### src/rtl/prefix_adder_pkg.sv
// Shared types and sizing helpers for the pipelined Kogge-Stone adder.
package prefix_adder_pkg;

  typedef enum logic {
    OP_ADD = 1'b0,
    OP_SUB = 1'b1
  } op_e;

  // Number of registered prefix stages needed to cover all log2(width) levels.
  function automatic int calc_nstg(input int width, input int levels_per_stage);
    int levels;
    levels = $clog2(width);
    return (levels + levels_per_stage - 1) / levels_per_stage;
  endfunction

endpackage

### src/rtl/prefix_level.sv
// One combinational Kogge-Stone level: every bit combines with the group SPAN bits below it.
module prefix_level #(
  parameter int WIDTH = 32,
  parameter int SPAN  = 1
) (
  input  logic [WIDTH-1:0] g_in,
  input  logic [WIDTH-1:0] p_in,
  output logic [WIDTH-1:0] g_out,
  output logic [WIDTH-1:0] p_out
);

  genvar gi;
  generate
    for (gi = 0; gi < WIDTH; gi++) begin : g_cell
      if (gi >= SPAN) begin : g_black
        assign g_out[gi] = g_in[gi] | (p_in[gi] & g_in[gi-SPAN]);
        assign p_out[gi] = p_in[gi] & p_in[gi-SPAN];
      end else begin : g_gray
        // Group already reaches the carry-in, so its generate is final.
        assign g_out[gi] = g_in[gi];
        assign p_out[gi] = p_in[gi];
      end
    end
  endgenerate

endmodule

### src/rtl/pipelined_prefix_adder.sv
// Pipelined Kogge-Stone adder/subtractor with valid/ready handshake and whole-pipe stall.
// Optional signed-overflow output enabled by defining PREFIX_ADDER_OVF_EN.
module pipelined_prefix_adder
  import prefix_adder_pkg::*;
#(
  parameter int WIDTH            = 32,
  parameter int LEVELS_PER_STAGE = 2
) (
  input  logic             clk,
  input  logic             rst_n,
  input  logic             in_valid,
  output logic             in_ready,
  input  logic [WIDTH-1:0] a,
  input  logic [WIDTH-1:0] b,
  input  logic             cin,
  input  logic             op,
  output logic             out_valid,
  input  logic             out_ready,
  output logic [WIDTH-1:0] sum,
  output logic             cout
`ifdef PREFIX_ADDER_OVF_EN
  ,
  output logic             ovf
`endif
);

  localparam int LEVELS = $clog2(WIDTH);
  localparam int NSTG   = calc_nstg(WIDTH, LEVELS_PER_STAGE);

  op_e              op_sel;
  logic             advance;
  logic [WIDTH-1:0] b_eff;
  logic             c_eff;
  logic [WIDTH-1:0] x0;
  logic [WIDTH-1:0] g0;
  logic [WIDTH-1:0] carry;

  // Rank 0 holds the bitwise P/G; rank s+1 holds the output of prefix stage s.
  logic [NSTG:0]    valid_reg;
  logic [NSTG:0]    cin_reg;
  logic [WIDTH-1:0] g_reg [0:NSTG];
  logic [WIDTH-1:0] p_reg [0:NSTG];
  logic [WIDTH-1:0] x_reg [0:NSTG];

  logic [WIDTH-1:0] lvl_g_in  [0:LEVELS-1];
  logic [WIDTH-1:0] lvl_p_in  [0:LEVELS-1];
  logic [WIDTH-1:0] lvl_g_out [0:LEVELS-1];
  logic [WIDTH-1:0] lvl_p_out [0:LEVELS-1];
  logic [WIDTH-1:0] stage_g   [0:NSTG-1];
  logic [WIDTH-1:0] stage_p   [0:NSTG-1];

  assign op_sel   = op_e'(op);
  assign advance  = !(out_valid && !out_ready);
  assign in_ready = advance;

  // Carry-in is folded into bit 0's generate so the tree needs only log2(WIDTH) levels.
  always_comb begin
    b_eff = (op_sel == OP_SUB) ? ~b : b;
    c_eff = (op_sel == OP_SUB) ? 1'b1 : cin;
    x0    = a ^ b_eff;
    g0    = a & b_eff;
    g0[0] = (a[0] & b_eff[0]) | (x0[0] & c_eff);
  end

  genvar gi;
  generate
    for (gi = 0; gi < LEVELS; gi++) begin : g_level
      if (gi % LEVELS_PER_STAGE == 0) begin : g_from_reg
        assign lvl_g_in[gi] = g_reg[gi / LEVELS_PER_STAGE];
        assign lvl_p_in[gi] = p_reg[gi / LEVELS_PER_STAGE];
      end else begin : g_from_prev
        assign lvl_g_in[gi] = lvl_g_out[gi-1];
        assign lvl_p_in[gi] = lvl_p_out[gi-1];
      end

      prefix_level #(
        .WIDTH (WIDTH),
        .SPAN  (1 << gi)
      ) u_level (
        .g_in  (lvl_g_in[gi]),
        .p_in  (lvl_p_in[gi]),
        .g_out (lvl_g_out[gi]),
        .p_out (lvl_p_out[gi])
      );
    end

    for (gi = 0; gi < NSTG; gi++) begin : g_stage
      localparam int LAST = ((gi + 1) * LEVELS_PER_STAGE < LEVELS) ?
                            (gi + 1) * LEVELS_PER_STAGE - 1 : LEVELS - 1;
      assign stage_g[gi] = lvl_g_out[LAST];
      assign stage_p[gi] = lvl_p_out[LAST];
    end
  endgenerate

  always_ff @(posedge clk) begin
    if (advance) begin
      g_reg[0]   <= g0;
      p_reg[0]   <= x0;
      x_reg[0]   <= x0;
      cin_reg[0] <= c_eff;
      for (int s = 0; s < NSTG; s++) begin
        g_reg[s+1]   <= stage_g[s];
        p_reg[s+1]   <= stage_p[s];
        x_reg[s+1]   <= x_reg[s];
        cin_reg[s+1] <= cin_reg[s];
      end
    end
  end

  assign carry = {g_reg[NSTG][WIDTH-2:0], cin_reg[NSTG]};

  always_ff @(posedge clk or negedge rst_n) begin
    if (!rst_n) begin
      valid_reg <= '0;
      out_valid <= 1'b0;
      sum       <= '0;
      cout      <= 1'b0;
`ifdef PREFIX_ADDER_OVF_EN
      ovf       <= 1'b0;
`endif
    end else if (advance) begin
      valid_reg <= {valid_reg[NSTG-1:0], in_valid};
      out_valid <= valid_reg[NSTG];
      // Hold the last result across bubbles so unreset data never reaches the port.
      if (valid_reg[NSTG]) begin
        sum  <= x_reg[NSTG] ^ carry;
        cout <= g_reg[NSTG][WIDTH-1];
`ifdef PREFIX_ADDER_OVF_EN
        ovf  <= carry[WIDTH-1] ^ g_reg[NSTG][WIDTH-1];
`endif
      end
    end
  end

endmodule

### config.mk
export PLATFORM = sky130hd
export DESIGN_NAME = pipelined_prefix_adder
export DESIGN_NICKNAME = d
export VERILOG_FILES = /design/src/rtl/prefix_adder_pkg.sv /design/src/rtl/prefix_level.sv /design/src/rtl/pipelined_prefix_adder.sv
export SDC_FILE = /design/constraint.sdc
export NUM_CORES = 1
export LEC_CHECK = 0
export BUFFER_PORTS_ARGS = -buffer_cell sky130_fd_sc_hd__buf_2
export CAP_MARGIN = 30
export CORE_ASPECT_RATIO = 1.5
export CORE_MARGIN = 2
export CORE_UTILIZATION = 30
export CTS_BUF_LIST = sky130_fd_sc_hd__clkbuf_4 sky130_fd_sc_hd__clkbuf_8
export CTS_CLUSTER_SIZE = 8
export DETAILED_ROUTE_END_ITERATION = 8
export GPL_TIMING_DRIVEN = 0
export HOLD_SLACK_MARGIN = 0.08
export SETUP_SLACK_MARGIN = 0.5
export SYNTH_ARGS = -nofsm -noshare
export SYNTH_HDL_FRONTEND = slang
export SYNTH_SLANG_ARGS = --single-unit
### constraint.sdc
create_clock -name clk -period 5.5 [get_ports clk]
set_clock_uncertainty 0.05 [all_clocks]
set_input_delay 0.275 -clock clk [delete_from_list [all_inputs] [get_ports clk]]
set_output_delay 0.275 -clock clk [all_outputs]
set_load 0.02 [all_outputs]
Word level (Yosys, flattened, before mapping). Memory sizes are Yosys's and may differ from the RTL's. Cells that the tools add are included. Widths: inputs -> output; s select.

Bits in writable memories: 384. Word-level logic and storage cells: 410. Bits in registers: 42. Output and inout bits: 35. Input bits: 70. Memories kept: 3.

Bitwise operators: 395. Reductions and logical operators: 4. Muxes and demuxes: 3.

Memory list: g_reg (words 4, bits a word 32, rd ports 4, clocked after memory_dff 0, write ports 4, RTL line pipelined_prefix_adder.sv:41) `logic [WIDTH-1:0] g_reg [0:NSTG];`; p_reg (words 4, bits a word 32, rd ports 3, clocked after memory_dff 0, write ports 4, RTL line pipelined_prefix_adder.sv:42) `logic [WIDTH-1:0] p_reg [0:NSTG];`; x_reg (words 4, bits a word 32, rd ports 4, clocked after memory_dff 0, write ports 4, RTL line pipelined_prefix_adder.sv:43) `logic [WIDTH-1:0] x_reg [0:NSTG];`.

Operators with widths (number): $and 1x1->1 (260); $or 1x1->1 (130); $xor 32x32->32 (2); $and 32x32->32 (1); $mux 32 (1); $not 32->32 (1); $logic_not 1->1 (2); $mux 1 (2); $reduce_and 2->1 (1); $logic_and 1x1->1 (1); $not 1->1 (1).

Depth between registers and ports, before layout. Gate-level depths: netlist (run 1).

Depth in word-level cells: 5. Gate-level depth with buffers: 5. Gate-level depth less buffers: 3.

Modules after synthesis. Synthesis (run 1) repeated with hierarchy kept, for this count alone.

Cell total of the unflattened synthesis: 868. Area total of the unflattened synthesis: 14466.4 um^2.

Modules (own cells, without submodules): pipelined_prefix_adder (sequential area each 10680.2 um^2, instances 1, area an instance 12175.4 um^2, cells each 548); prefix_level (g_level[4].u_level) (sequential area each 0.0 um^2, instances 1, area an instance 480.5 um^2, cells each 64); prefix_level (g_level[3].u_level) (sequential area each 0.0 um^2, instances 1, area an instance 466.7 um^2, cells each 64); prefix_level (g_level[2].u_level) (sequential area each 0.0 um^2, instances 1, area an instance 452.9 um^2, cells each 64); prefix_level (g_level[1].u_level) (sequential area each 0.0 um^2, instances 1, area an instance 446.7 um^2, cells each 64); prefix_level (g_level[0].u_level) (sequential area each 0.0 um^2, instances 1, area an instance 444.2 um^2, cells each 64).

Least setup slack after synthesis (run 1). No wires, ideal clock.

Kind: register -> register. From: reg out_valid. To: reg sum[22]. Cell stages (with the launch flop): 5. Data required time: 5359 ps. Path slack: 666 ps. Buffers on the path: 1. Clock period less this slack: 4834 ps. Arrival time: 4692 ps. Cells stage by stage: dfrtp_1 > nand2b_4 > buf_2 > a21oi_1 > a21oi_1.

Word-level cells in the longest chain between the ends: 3.

Ends and longest elaborated chain: start, declared (RTL line pipelined_prefix_adder.sv:17) `output logic out_valid,`; start signal, assigned (RTL line pipelined_prefix_adder.sv:123) `out_valid <= valid_reg[NSTG];`; $logic_and 1x1->1 (RTL line pipelined_prefix_adder.sv:53) `assign advance = !(out_valid && !out_ready);`; $not 1->1 (no source line); $reduce_and 2->1 (no source line); end signal, assigned (RTL line pipelined_prefix_adder.sv:126) `sum <= x_reg[NSTG] ^ carry;`; end, declared (RTL line pipelined_prefix_adder.sv:19) `output logic [WIDTH-1:0] sum,`.

Every way passes these cells. A chain may end at the register's enable or synchronous reset.

==> summary.txt, run 1 <==
Status
  • Run status: finished, final reports clean

STA
  • Fmax: a little over 400 MHz
  • Number of failing hold endpoints at the final stage: 0
  • Final critical path time including I/O delays and setup: roughly 2.5 ns
  • RSZ-0062 raised after global routing: no
  • Final slew viol count: 0
  • Final count of negative-setup-slack endpoints: 0
  • Crit share post-route: 0.448
  • Worst slew margin relative to its limit: 0.430
  • Pin slew with the least headroom to its limit: ~0.86 ns

Logic synthesis
  • Mux contribution to synthesized area: 0.00474
  • Main combinational cell family by area after synthesis: compound AO/OA/AOI/OAI gates
  • Cell variety after synth: 22
  • Post-synthesis share of cell area spent on full adders, half adders and majority gates: 0.0316
  • Area fraction in compound gates after synthesis: 0.0793
  • Post-synthesis instance area: roughly 13,000 sq um
  • Share of synthesized cell area in and, or, nand and nor gates: 0.0364
  • Cell count after synthesis: 760
  • Number of storage elements in the synthesis netlist: 342
  • Avg Inst Size Synth: between 15 and 20 sq um
  • Part of the Yosys area used for sequential elements: 0.795
  • Post-Synth XOR/XNOR Area: 0.0442
  • Syn Nets: 862
  • Yosys Warn Count: 0

CTS
  • Gates resized, CTS repair: 0
  • Clock transition at path regs: 0.06 ns
  • Maximum level of the CTS H-tree: 2
  • Clock sink total: 342
  • Post-CTS Setup Bufs: 0
  • Cts bufs inserted: roughly 50
  • Worst-case clock buffer depth: 3
  • Clock tree from TritonCTS: yes
  • Latest clock arrival within the worst-skew pair: 0.57 ns
  • Clock root cell: clkbuf_8

Setup path
  • CP Launch Type: flop
  • Required time of the worst setup path: about 5.6 ns
  • Data arrival time of the critical path: roughly 2.6 ns
  • Class of the most critical setup path: reg -> reg
  • R2r startpoint: out_valid
  • Sort of element at the end of the critical path: flop
  • Critical path peak fanout: between 100 and 150
  • Crit. Startpoint: out_valid

Detailed routing
  • Average vias per placed instance: about 4.2
  • Pre-Repair DR Iteration Count: 5
  • DRC violations left: 0
  • Total Wirelength: between 20 and 25 mm
  • Routed via count: roughly 6,500
  • DR iter-0 viols: 398
  • Final antenna-violating net count: 0
  • Average routed wire per standard cell: approximately 16 um

Power
  • Switch Pwr: ~2.3 mW
  • Max rail drop VDD: around 0.21 mV
  • Power Density: approximately 520 nW/um^2
  • Part of the total power dissipated in combinational logic: 0.194
  • Overall Power: a little under 8 mW
  • Sequential power share: 0.571
  • Clock Power Share: 0.235
  • Internal portion of total power: between 5 and 6 mW
  • Switching share of power: 0.295
  • Leakage power figure: roughly 5.7 nW

Worst hold path
  • Hold path startpoint: b[1]
  • Type of the most critical hold path: in -> reg

Floorplanning
  • Number of primary I/O pins: between 100 and 150
  • Die Area: around 44,000 sq um
  • Die height: 256 um
  • Width of the chip: ~170 um
  • Number of core rows: 92
  • Core box area: between 40,000 and 50,000 sq um
  • Initial core utilization: 0.303

Placed design
  • Hpwl dp: roughly 18 mm
  • Gp weighted congestion: 0.793
  • # port buffers: a little over 100

Global routing
  • Wire length of the first global-routing pass: around 38 mm
  • Via count of the first global-routing pass: between 7,000 and 8,000
  • Maximum number of pins on one net before global-route repair: 119
  • Antenna violations before repair: 1
  • Total global routing track utilization: 0.113
  • Remaining Overflow, GRT: 0

Layout
  • Final net count: roughly 1,100
  • Synthesis-to-finish area growth: 20.0%
  • Final standard cell utilization of the core: 0.363
  • Fraction of layout instances using a drive strength above 1: 0.208

Flow run
  • Total of max-cap violations: 0
## cell type report
cell class	count	area, sq um
tap	564	706
timing repair buffer	140	921
antenna	1	2.50
clock buffer	75	870
buffer	16	121
multi-input combinational	402	2490
clock inverter	4	28.8
fill	3997	26700
sequential	342	10100
## cells in the mapped netlist (all sizes together)
cell | count | area, sq um
a21o | 26 | 195
a21oi | 118 | 591
and2 | 1 | 8.76
and4 | 2 | 17.5
buf | 13 | 100
clkbuf | 3 | 11.3
dfrtp | 38 | 951
edfxtp | 304 | 9130
ha | 32 | 400
mux2 | 5 | 60.1
nand2 | 59 | 221
nand2b | 2 | 20.0
nand3 | 6 | 30.0
nor2 | 42 | 158
o21ai | 44 | 220
or2 | 1 | 6.26
xnor2 | 32 | 280
xor2 | 32 | 280
## stage by stage
stage	hold slack (ns)	TNS (ns)	area (sq um)	worst slack, ns	instances
floorplan	-0.0706	0	12700	0.666	760
global placement	0.351	-100.14	13900	-0.680	1427
detailed placement	0.355	0	14000	3.00	1429
CTS	0.0911	0	15200	2.97	1543
global route	0.109	0	15200	2.78	1544
finish	0.115	0	15200	3.04	1544
## layout by cell type, fill, tap and decap left out, types with 2 or more instances in the layout
master and n:
clkbuf_1 3, nand3_1 6, a21oi_1 118, and4_1 2
clkbuf_4 26, dfrtp_1 38, clkbuf_8 49, ha_1 32
nand2_1 59, edfxtp_1 304, xnor2_1 32, buf_2 107
nor2_1 42, buf_6 4, a21o_1 26, inv_6 2
xor2_1 32, mux2_2 4, dlygate4sd3_1 35, buf_4 4
o21ai_0 44, buf_16 2
## repair_timing
action                                  4_1_cts  5_1_grt
endpoints found under the setup margin        0        0
endpoints found under the hold margin       104        0
hold buffers                                 35        0
## final timing paths
kind	endpoint	slack, ns	cells past startpoint
setup / recovery	x_reg[3][29]	3.04	4
hold / removal	x_reg[0][1]	0.11	3
setup reg to reg	x_reg[3][29]	3.04	4
hold reg to reg	x_reg[3][22]	0.36	0
max in group asynchronous	sum[27]	4.51	2
min in group asynchronous	valid_reg[0]	0.33	2
## power by group through the flow
stage | logic (mW) | clock network [mW] | registers, mW
after global routing | 1.73 | 2.03 | 4.65
after floorplan | 0.876 | 0 | 4.62
after global placement | 1.51 | 0 | 4.69
after CTS | 1.58 | 1.93 | 4.56
final | 1.54 | 1.87 | 4.54
after detailed placement | 1.55 | 0 | 4.61
## routing by layer
metal,routed length (um),share of wire,track usage,vias to the layer above
met2,14000,0.58,0.223,131
met3,757,0.031,0.0155,50
met4,847,0.035,0.0507,0
met1,8610,0.36,0.113,3099
li1,-,-,-,3230
met5,0,0,0,-
## kinds of logic (layout without fill, tap and decap cells)
| family | Yosys count | in the layout |
|---|---|---|
| flops | 342 | 342 |
| fa+ha+maj | 32 | 32 |
| xor+xnor | 64 | 64 |
| other cells | 0 | 1 |
| buf+inv | 16 | 235 |
| compound gates | 188 | 188 |
| mux | 5 | 5 |
| simple gates | 113 | 113 |
## critical path: stages, from the launching register on
cell and delay, ns:
dfrtp_1 0.40, nand2b_4 0.09, buf_8 0.49, buf_16 0.42, buf_16 0.44
Power figures use the tool's default switching activity.
==> run 2, diff against run 1 <==
clock period = 2.5 ns   (was 5.5 ns; I/O delays follow)
==> run 2 against run 1 <==
  * Register-to-register slack got worse by 2.3 ns
  * Global-route usage grew 0.31 points
  * Power up 120%
  * Clock-buffer cell count up 1
  * Clock power is 120% higher
  * Sequential power up 120%
  * Core utilization up 1.7 points
  * Critical path depth is 1 lower
  * Sequential share of layout area fell by 2.9 points
  * Die area is the same
  * Setup slack worse by 2.4 ns
  * Critical path type is now reg -> out
  * Largest power group unchanged
==> summary.txt, run 2 (synthesis gave the netlist of run 1 again) <==
Status
  • Run status: finished, final reports clean

STA
  • Final count of negative-setup-slack endpoints: 0 (unchanged)
  • Final critical path time including I/O delays and setup: about 1.8 ns
  • Number of failing hold endpoints at the final stage: 0 (unchanged)
  • Fin worst setup slack: 0.652 ns (-2.38 ns)
  • Worst slew margin relative to its limit: 0.415 (-0.0151)
  • RSZ-0062 raised after global routing: no
  • Final slew viol count: 0 (unchanged)
  • Pin slew with the least headroom to its limit: 0.878 ns (+0.0227 ns)
  • Fmax: 541 MHz
  • Crit share post-route: 0.739
  • Setup Total Neg Slack: 0 ns (unchanged)
  • Hold slack final: 0.145 ns (+0.0306 ns)

Global routing
  • Remaining Overflow, GRT: 0 (unchanged)
  • Maximum number of pins on one net before global-route repair: 87 (-27%)
  • Antenna violations before repair: 1 (unchanged)
  • Via count of the first global-routing pass: 7,158 (+1.6%)
  • Total global routing track utilization: 0.116 (+0.00311)
  • Wire length of the first global-routing pass: 38.3 mm (+1.6%)

Power
  • Part of the total power dissipated in combinational logic: 0.205 (+0.011)
  • Internal portion of total power: 12.5 mW (+120%)
  • Sequential power share: 0.562 (-0.009)
  • Max rail drop VDD: 0.360 mV (+73%)
  • Switch Pwr: 5.24 mW (+120%)
  • Power Density: 1120 nW/um^2 (+110%)
  • Leakage power figure: 5.96 nW (+5.3%)
  • Clock Power Share: 0.232 (-0.003)
  • Switching share of power: 0.295 (about the same)
  • Overall Power: 17.8 mW (+120%)

Detailed routing
  • Total Wirelength: 25.5 mm (+5.7%)
  • DRC violations left: 0 (unchanged)
  • Average routed wire per standard cell: 15.9 um (+1.3%)
  • Average vias per placed instance: 4.21 (about the same)
  • DR iter-0 viols: 320 (-20%)
  • Pre-Repair DR Iteration Count: 4 (-1)
  • Final antenna-violating net count: 0 (unchanged)
  • Routed via count: 6,785 (+4.2%)

Setup path
  • CP Launch Type: flop
  • Cell-by-cell listing of the critical path: nand2b_4 -> buf_16 -> buf_2
  • Sort of element at the end of the critical path: primary output
  • Number of buffers and inverters on the critical path: 2 (-1)
  • Class of the most critical setup path: reg -> out
  • Required time of the worst setup path: 2.33 ns (-3.31 ns)
  • Crit-path leading delay family: buffers and inverters
  • Cell with the largest stage delay on the worst path: dfrtp_1
  • Max incr delay on CP: 0.41 ns (-0.08 ns)
  • Critical path peak fanout: 72 (-39%)
  • Data arrival time of the critical path: 1.67 ns (-0.93 ns)

Floorplanning
  • Initial core utilization: 0.303 (unchanged)
  • Number of core rows: 92 (unchanged)
  • Die Area: 44,000 sq um (unchanged)
  • Number of primary I/O pins: 105 (unchanged)
  • Width of the chip: 172 um (unchanged)
  • Core box area: 41,900 sq um (unchanged)
  • Die height: 256 um (unchanged)

CTS
  • Clock root cell: clkbuf_8
  • Clock tree from TritonCTS: yes
  • Worst-case clock buffer depth: 3 (unchanged)
  • Cts bufs inserted: 49 (unchanged)
  • Latest clock arrival within the worst-skew pair: 0.56 ns (about the same)
  • Post-CTS Setup Bufs: 0 (unchanged)
  • Clock sink total: 342 (unchanged)
  • Clock transition at path regs: 0.06 ns (about the same)
  • Maximum level of the CTS H-tree: 2 (unchanged)

Layout
  • Post-Layout Cell Count: 1,610 (+4.3%)
  • Fraction of layout instances using a drive strength above 1: 0.197 (-0.0112)
  • Most common cell after layout, fill and taps aside: edfxtp_1
  • Most frequent cells in the layout: edfxtp_1, a21oi_1, buf_2
  • Synthesis-to-finish area growth: 25.5%
  • Layout filler cell count: 3,989 (-0.20%)
  • Final standard cell utilization of the core: 0.380 (+0.0165)
  • Post-route design area: 15,900 sq um (+4.6%)
  • Final net count: 1,118 (+6.2%)

Placed design
  • # port buffers: 103 (unchanged)
  • Setup slack after placement: 0.243 ns (-2.76 ns)
  • Gp weighted congestion: 0.779 (-1.8%)
  • Placed insts: 1,428 (-0.070%)
  • Hpwl dp: 17.5 mm (-0.87%)
  • Placement Cell Area: 13,900 sq um (-0.16%)

Flow run
  • Total of max-cap violations: 0 (unchanged)

Worst hold path
  • Type of the most critical hold path: in -> reg
==> run 2: cell count changes in the layout (fill, tap and decap cells not counted) <==
cell,previous run,this run
buf_16,2,3
dlygate4sd3_1,35,99
bufbuf_16,0,1
buf_8,1,0
clkbuf_4,26,27
==> run 2: power groups by stage <==
stage / combinational, mW / clock [mW] / sequential (mW)
after floorplan: 1.94 / 0 / 10.0
after global placement: 3.34 / 0 / 10.1
after detailed placement: 3.41 / 0 / 10.1
after CTS: 3.71 / 4.26 / 10.0
after global routing: 4.03 / 4.43 / 10.2
final: 3.65 / 4.12 / 9.98
==> run 2: final timing paths <==
path / from / slack (ns) / cells past startpoint / end
setup / recovery: out_valid / 0.65 / 3 / in_ready
hold / removal: op / 0.15 / 3 / g_reg[0][0]
hold reg to reg: x_reg[1][27] / 0.36 / 0 / x_reg[2][27]
min in group asynchronous: rst_n / 0.18 / 2 / sum[0]
setup reg to reg: out_valid / 0.73 / 3 / g_reg[0][27]
max in group asynchronous: rst_n / 1.65 / 2 / sum[27]
==> run 2: final cells by class <==
type / instances / area, sq um / share of cell area
buffer: 16 / 134 / 0.00841
clock inverter: 4 / 28.8 / 0.00181
antenna: 1 / 2.50 / 0.000157
sequential: 342 / 10100 / 0.634
multi-input combinational: 402 / 2490 / 0.156
timing repair buffer: 205 / 1590 / 0.100
tap: 564 / 706 / 0.0444
clock buffer: 76 / 877 / 0.0551
==> run 2: metal layers <==
layer / wire length, um / vias up / global-route usage
met2: 14800 / 147 / 0.236
met3: 648 / 45 / 0.0127
li1: - / 3363 / -
met4: 718 / 0 / 0.0479
met1: 9320 / 3230 / 0.114
met5: 0 / - / 0
==> run 2: worst reg2reg max path, cell delays in order, from the launching register on <==
cell and delay [ns]:
dfrtp_1 0.41, nand2b_4 0.15, buf_16 0.31, buf_16 0.39
==> run 2: repair_timing <==
action / CTS / global route
gates cloned: 2 / 0
hold buffers: 99 / 0
hold endpoints to repair: 105 / 0
resized for setup: 1 / 1
endpoints found under the setup margin: 173 / 6
==> run 3, diff against run 2 <==
ABC_AREA = 1   (was unset)
clock period = 1.5 ns   (was 2.5 ns; I/O delays follow)
==> run 3 against run 2 <==
  * Register-to-register slack worse by 0.73 ns
  * Final cell count rose by 22%
  * Via count up 19%
  * Setup slack got worse by 0.65 ns
  * Power rose by 77%
  * Cell area up 6.4%
  * Wire length increased by 11%
  * Non-clock buffer count is 23 lower
  * Area after synthesis up 7.3%
  * Critical path type is now reg -> reg
  * Critical endpoint is now g_reg[0][6]
  * Largest cell class unchanged
  * Highest routed layer unchanged
==> summary.txt, run 3 <==
Layout
  • Sequential cell area: 10,100 sq um (about the same)
  • Area occupied by multi-input gates: 2900 sq um (+17%)
  • Most frequent cells in the layout: nand2_1, edfxtp_1, inv_1
  • Most common cell after layout, fill and taps aside: nand2_1
  • Layout filler cell count: 4,232 (+6.1%)
  • Synthesis-to-finish area growth: 24.4%
  • Final standard cell utilization of the core: 0.378 (-0.00205)
  • Final net count: 1,455 (+30%)
  • Fraction of layout instances using a drive strength above 1: 0.157 (-0.0401)
  • Post-Layout Cell Count: 1,965 (+22%)

Placed design
  • # port buffers: 103 (unchanged)
  • Setup slack after placement: -0.607 ns (-0.850 ns)
  • Hpwl dp: 19.1 mm (+9.1%)
  • Placed insts: 1,799 (+26%)
  • Gp weighted congestion: 0.844 (+8.4%)

Global routing
  • Maximum number of pins on one net before global-route repair: 80 (-8.0%)
  • Via count of the first global-routing pass: 8,206 (+15%)
  • Wire length of the first global-routing pass: 43.2 mm (+13%)
  • Total global routing track utilization: 0.121 (+0.00553)
  • Antenna violations before repair: 1 (unchanged)
  • Remaining Overflow, GRT: 0 (unchanged)

Detailed routing
  • Pre-Repair DR Iteration Count: 4 (unchanged)
  • DR iter-0 viols: 425 (+33%)
  • Total Wirelength: 28.4 mm (+11%)
  • Average vias per placed instance: 4.12 (-2.2%)
  • Routed via count: 8,096 (+19%)
  • DRC violations left: 0 (unchanged)
  • Final antenna-violating net count: 0 (unchanged)
  • Average routed wire per standard cell: 14.5 um (-8.8%)

STA
  • Crit share post-route: 0.998
  • Fin worst setup slack: 0.00310 ns (-0.649 ns)
  • Number of failing hold endpoints at the final stage: 0 (unchanged)
  • Final count of negative-setup-slack endpoints: 0 (unchanged)
  • RSZ-0062 raised after global routing: yes
  • Final critical path time including I/O delays and setup: roughly 1.5 ns
  • Pin slew with the least headroom to its limit: 0.860 ns (-0.0176 ns)
  • Worst slew margin relative to its limit: 0.426 (+0.0117)
  • Final slew viol count: 0 (unchanged)
  • Fmax: between 600 and 700 MHz

Setup path
  • Data arrival time of the critical path: 1.73 ns (+0.06 ns)
  • Class of the most critical setup path: reg -> reg
  • Sort of element at the end of the critical path: flop
  • Critical path peak fanout: 20 (-72%)
  • CP Launch Type: flop
  • Required time of the worst setup path: 1.74 ns (-0.59 ns)

Logic synthesis
  • Most instantiated library cell after synthesis: nand2_1
  • Avg Inst Size Synth: 12.2 sq um (-27%)
  • Cell variety after synth: 16 (-27%)
  • Share of the synthesized area in the top cell type: 0.671 (-0.0491)
  • Syn Nets: 1,216 (+41%)
  • Yosys Warn Count: 0 (unchanged)
  • Cell count after synthesis: 1,114 (+47%)
  • Most common library cells after synthesis: nand2_1, edfxtp_1, inv_1
  • Ys async rst share: 0.111 (unchanged)
  • Most used DFF post-synth: edfxtp_1
  • Top post-synthesis cells by area: edfxtp_1, nand2_1, dfrtp_1, inv_1, ha_1
  • Part of the Yosys area used for sequential elements: 0.741 (-0.0542)
  • Number of storage elements in the synthesis netlist: 342 (unchanged)
  • Post-synthesis instance area: 13,600 sq um (+7.3%)
  • Dominant cell type by area after synthesis: edfxtp_1
  • Number of flops mapped to enable cells by yosys: 304 (unchanged)

CTS
  • Clock root cell: clkbuf_8
  • Maximum level of the CTS H-tree: 2 (unchanged)
  • Latest clock arrival within the worst-skew pair: 0.60 ns (+0.04 ns)
  • Clock tree from TritonCTS: yes
  • Cts bufs inserted: 50 (+2.0%)
  • Clock transition at path regs: 0.06 ns (about the same)
  • Clock sink total: 342 (unchanged)
  • Worst-case clock buffer depth: 3 (unchanged)

Floorplanning
  • Initial core utilization: 0.304 (+0.00103)
  • Die height: 265 um (+3.5%)
  • Number of core rows: 95 (+3.3%)
  • Number of primary I/O pins: 105 (unchanged)
  • Core box area: 44,800 sq um (+6.9%)
  • Width of the chip: 178 um (+3.5%)
  • Die Area: 47,100 sq um (+7.2%)

Power
  • Leakage power figure: 7.70 nW (+29%)
  • Power Density: 1860 nW/um^2 (+66%)
  • Max rail drop VDD: 0.703 mV (+95%)
  • Overall Power: 31.4 mW (+77%)

Worst hold path
  • Type of the most critical hold path: in -> reg

Status
  • Run status: finished, final reports clean

Flow run
  • Total of max-cap violations: 0 (unchanged)
[run 3: worst paths after layout]
path                       slack (ns)  depth (start not counted)   startpoint     endpoint
max                             0.003                          3    out_valid  g_reg[0][6]
min                              0.02                          3         b[0]  x_reg[0][0]
max reg2reg                     0.003                          3    out_valid  g_reg[0][6]
min reg2reg                      0.36                          0  x_reg[1][8]  x_reg[2][8]
max in group asynchronous        0.67                          2        rst_n    out_valid
min in group asynchronous        0.13                          2        rst_n       sum[2]
[run 3: routing by layer]
| layer | up-vias | global-route usage | part of all wire |
|---|---|---|---|
| li1 | 4140 | - | - |
| met2 | 171 | 0.230 | 0.55 |
| met3 | 68 | 0.0178 | 0.031 |
| met4 | 0 | 0.0687 | 0.046 |
| met5 | - | 0 | 0 |
| met1 | 3717 | 0.125 | 0.37 |
[run 3: power by group]
part / internal, mW / total [mW] / switching (mW) / leakage, nW
clock: 3.74 / 7.01 / 3.27 / 0.497
combinational: 2.70 / 7.16 / 4.46 / 3.63
sequential: 15.1 / 17.3 / 2.14 / 3.57
[run 3: cells by family after synthesis]
logic type,after synthesis,synth area share
flip-flops,342,0.741
AO/OA/AOI/OAI,30,0.0143
buffers and inverters,167,0.0482
XOR/XNOR,32,0.0206
AND/OR/NAND/NOR,511,0.147
adder cells (fa/ha/maj),32,0.0294
[run 3: cell type report]
cell class | count | share of cell area
Tap cell | 582 | 0.0430
Sequential cell | 342 | 0.596
Timing Repair Buffer | 187 | 0.0925
Antenna cell | 1 | 0.000148
Buffer | 11 | 0.00806
Clock inverter | 5 | 0.00192
Inverter | 156 | 0.0346
Clock buffer | 76 | 0.0526
Multi-Input combinational cell | 605 | 0.172
[run 3: stage by stage]
step | hold slack [ns] | instance area [sq um] | TNS (ns)
final | 0.0151 | 16900 | 0
after global routing | -0.00445 | 16900 | -0.736
after CTS | -0.164 | 16800 | -5.90
after detailed placement | 0.175 | 14900 | -174.61
after global placement | 0.164 | 14900 | -164.71
after floorplan | -0.271 | 13700 | -102.92
[run 3: repair_timing]
item / CTS / global route
cloned: 7 / 4
resized for setup: 12 / 6
pin swaps: 2 / 1
buffers inserted: 6 / 0
endpoints found under the hold margin: 106 / 7
hold buffers: 66 / 1
endpoints found under the setup margin: 436 / 460
[run 3: critical path, stage by stage (launching register included)]
cell       delay (ns)
dfrtp_2          0.44
nand2_8          0.10
buf_6            0.23
bufbuf_16        0.35
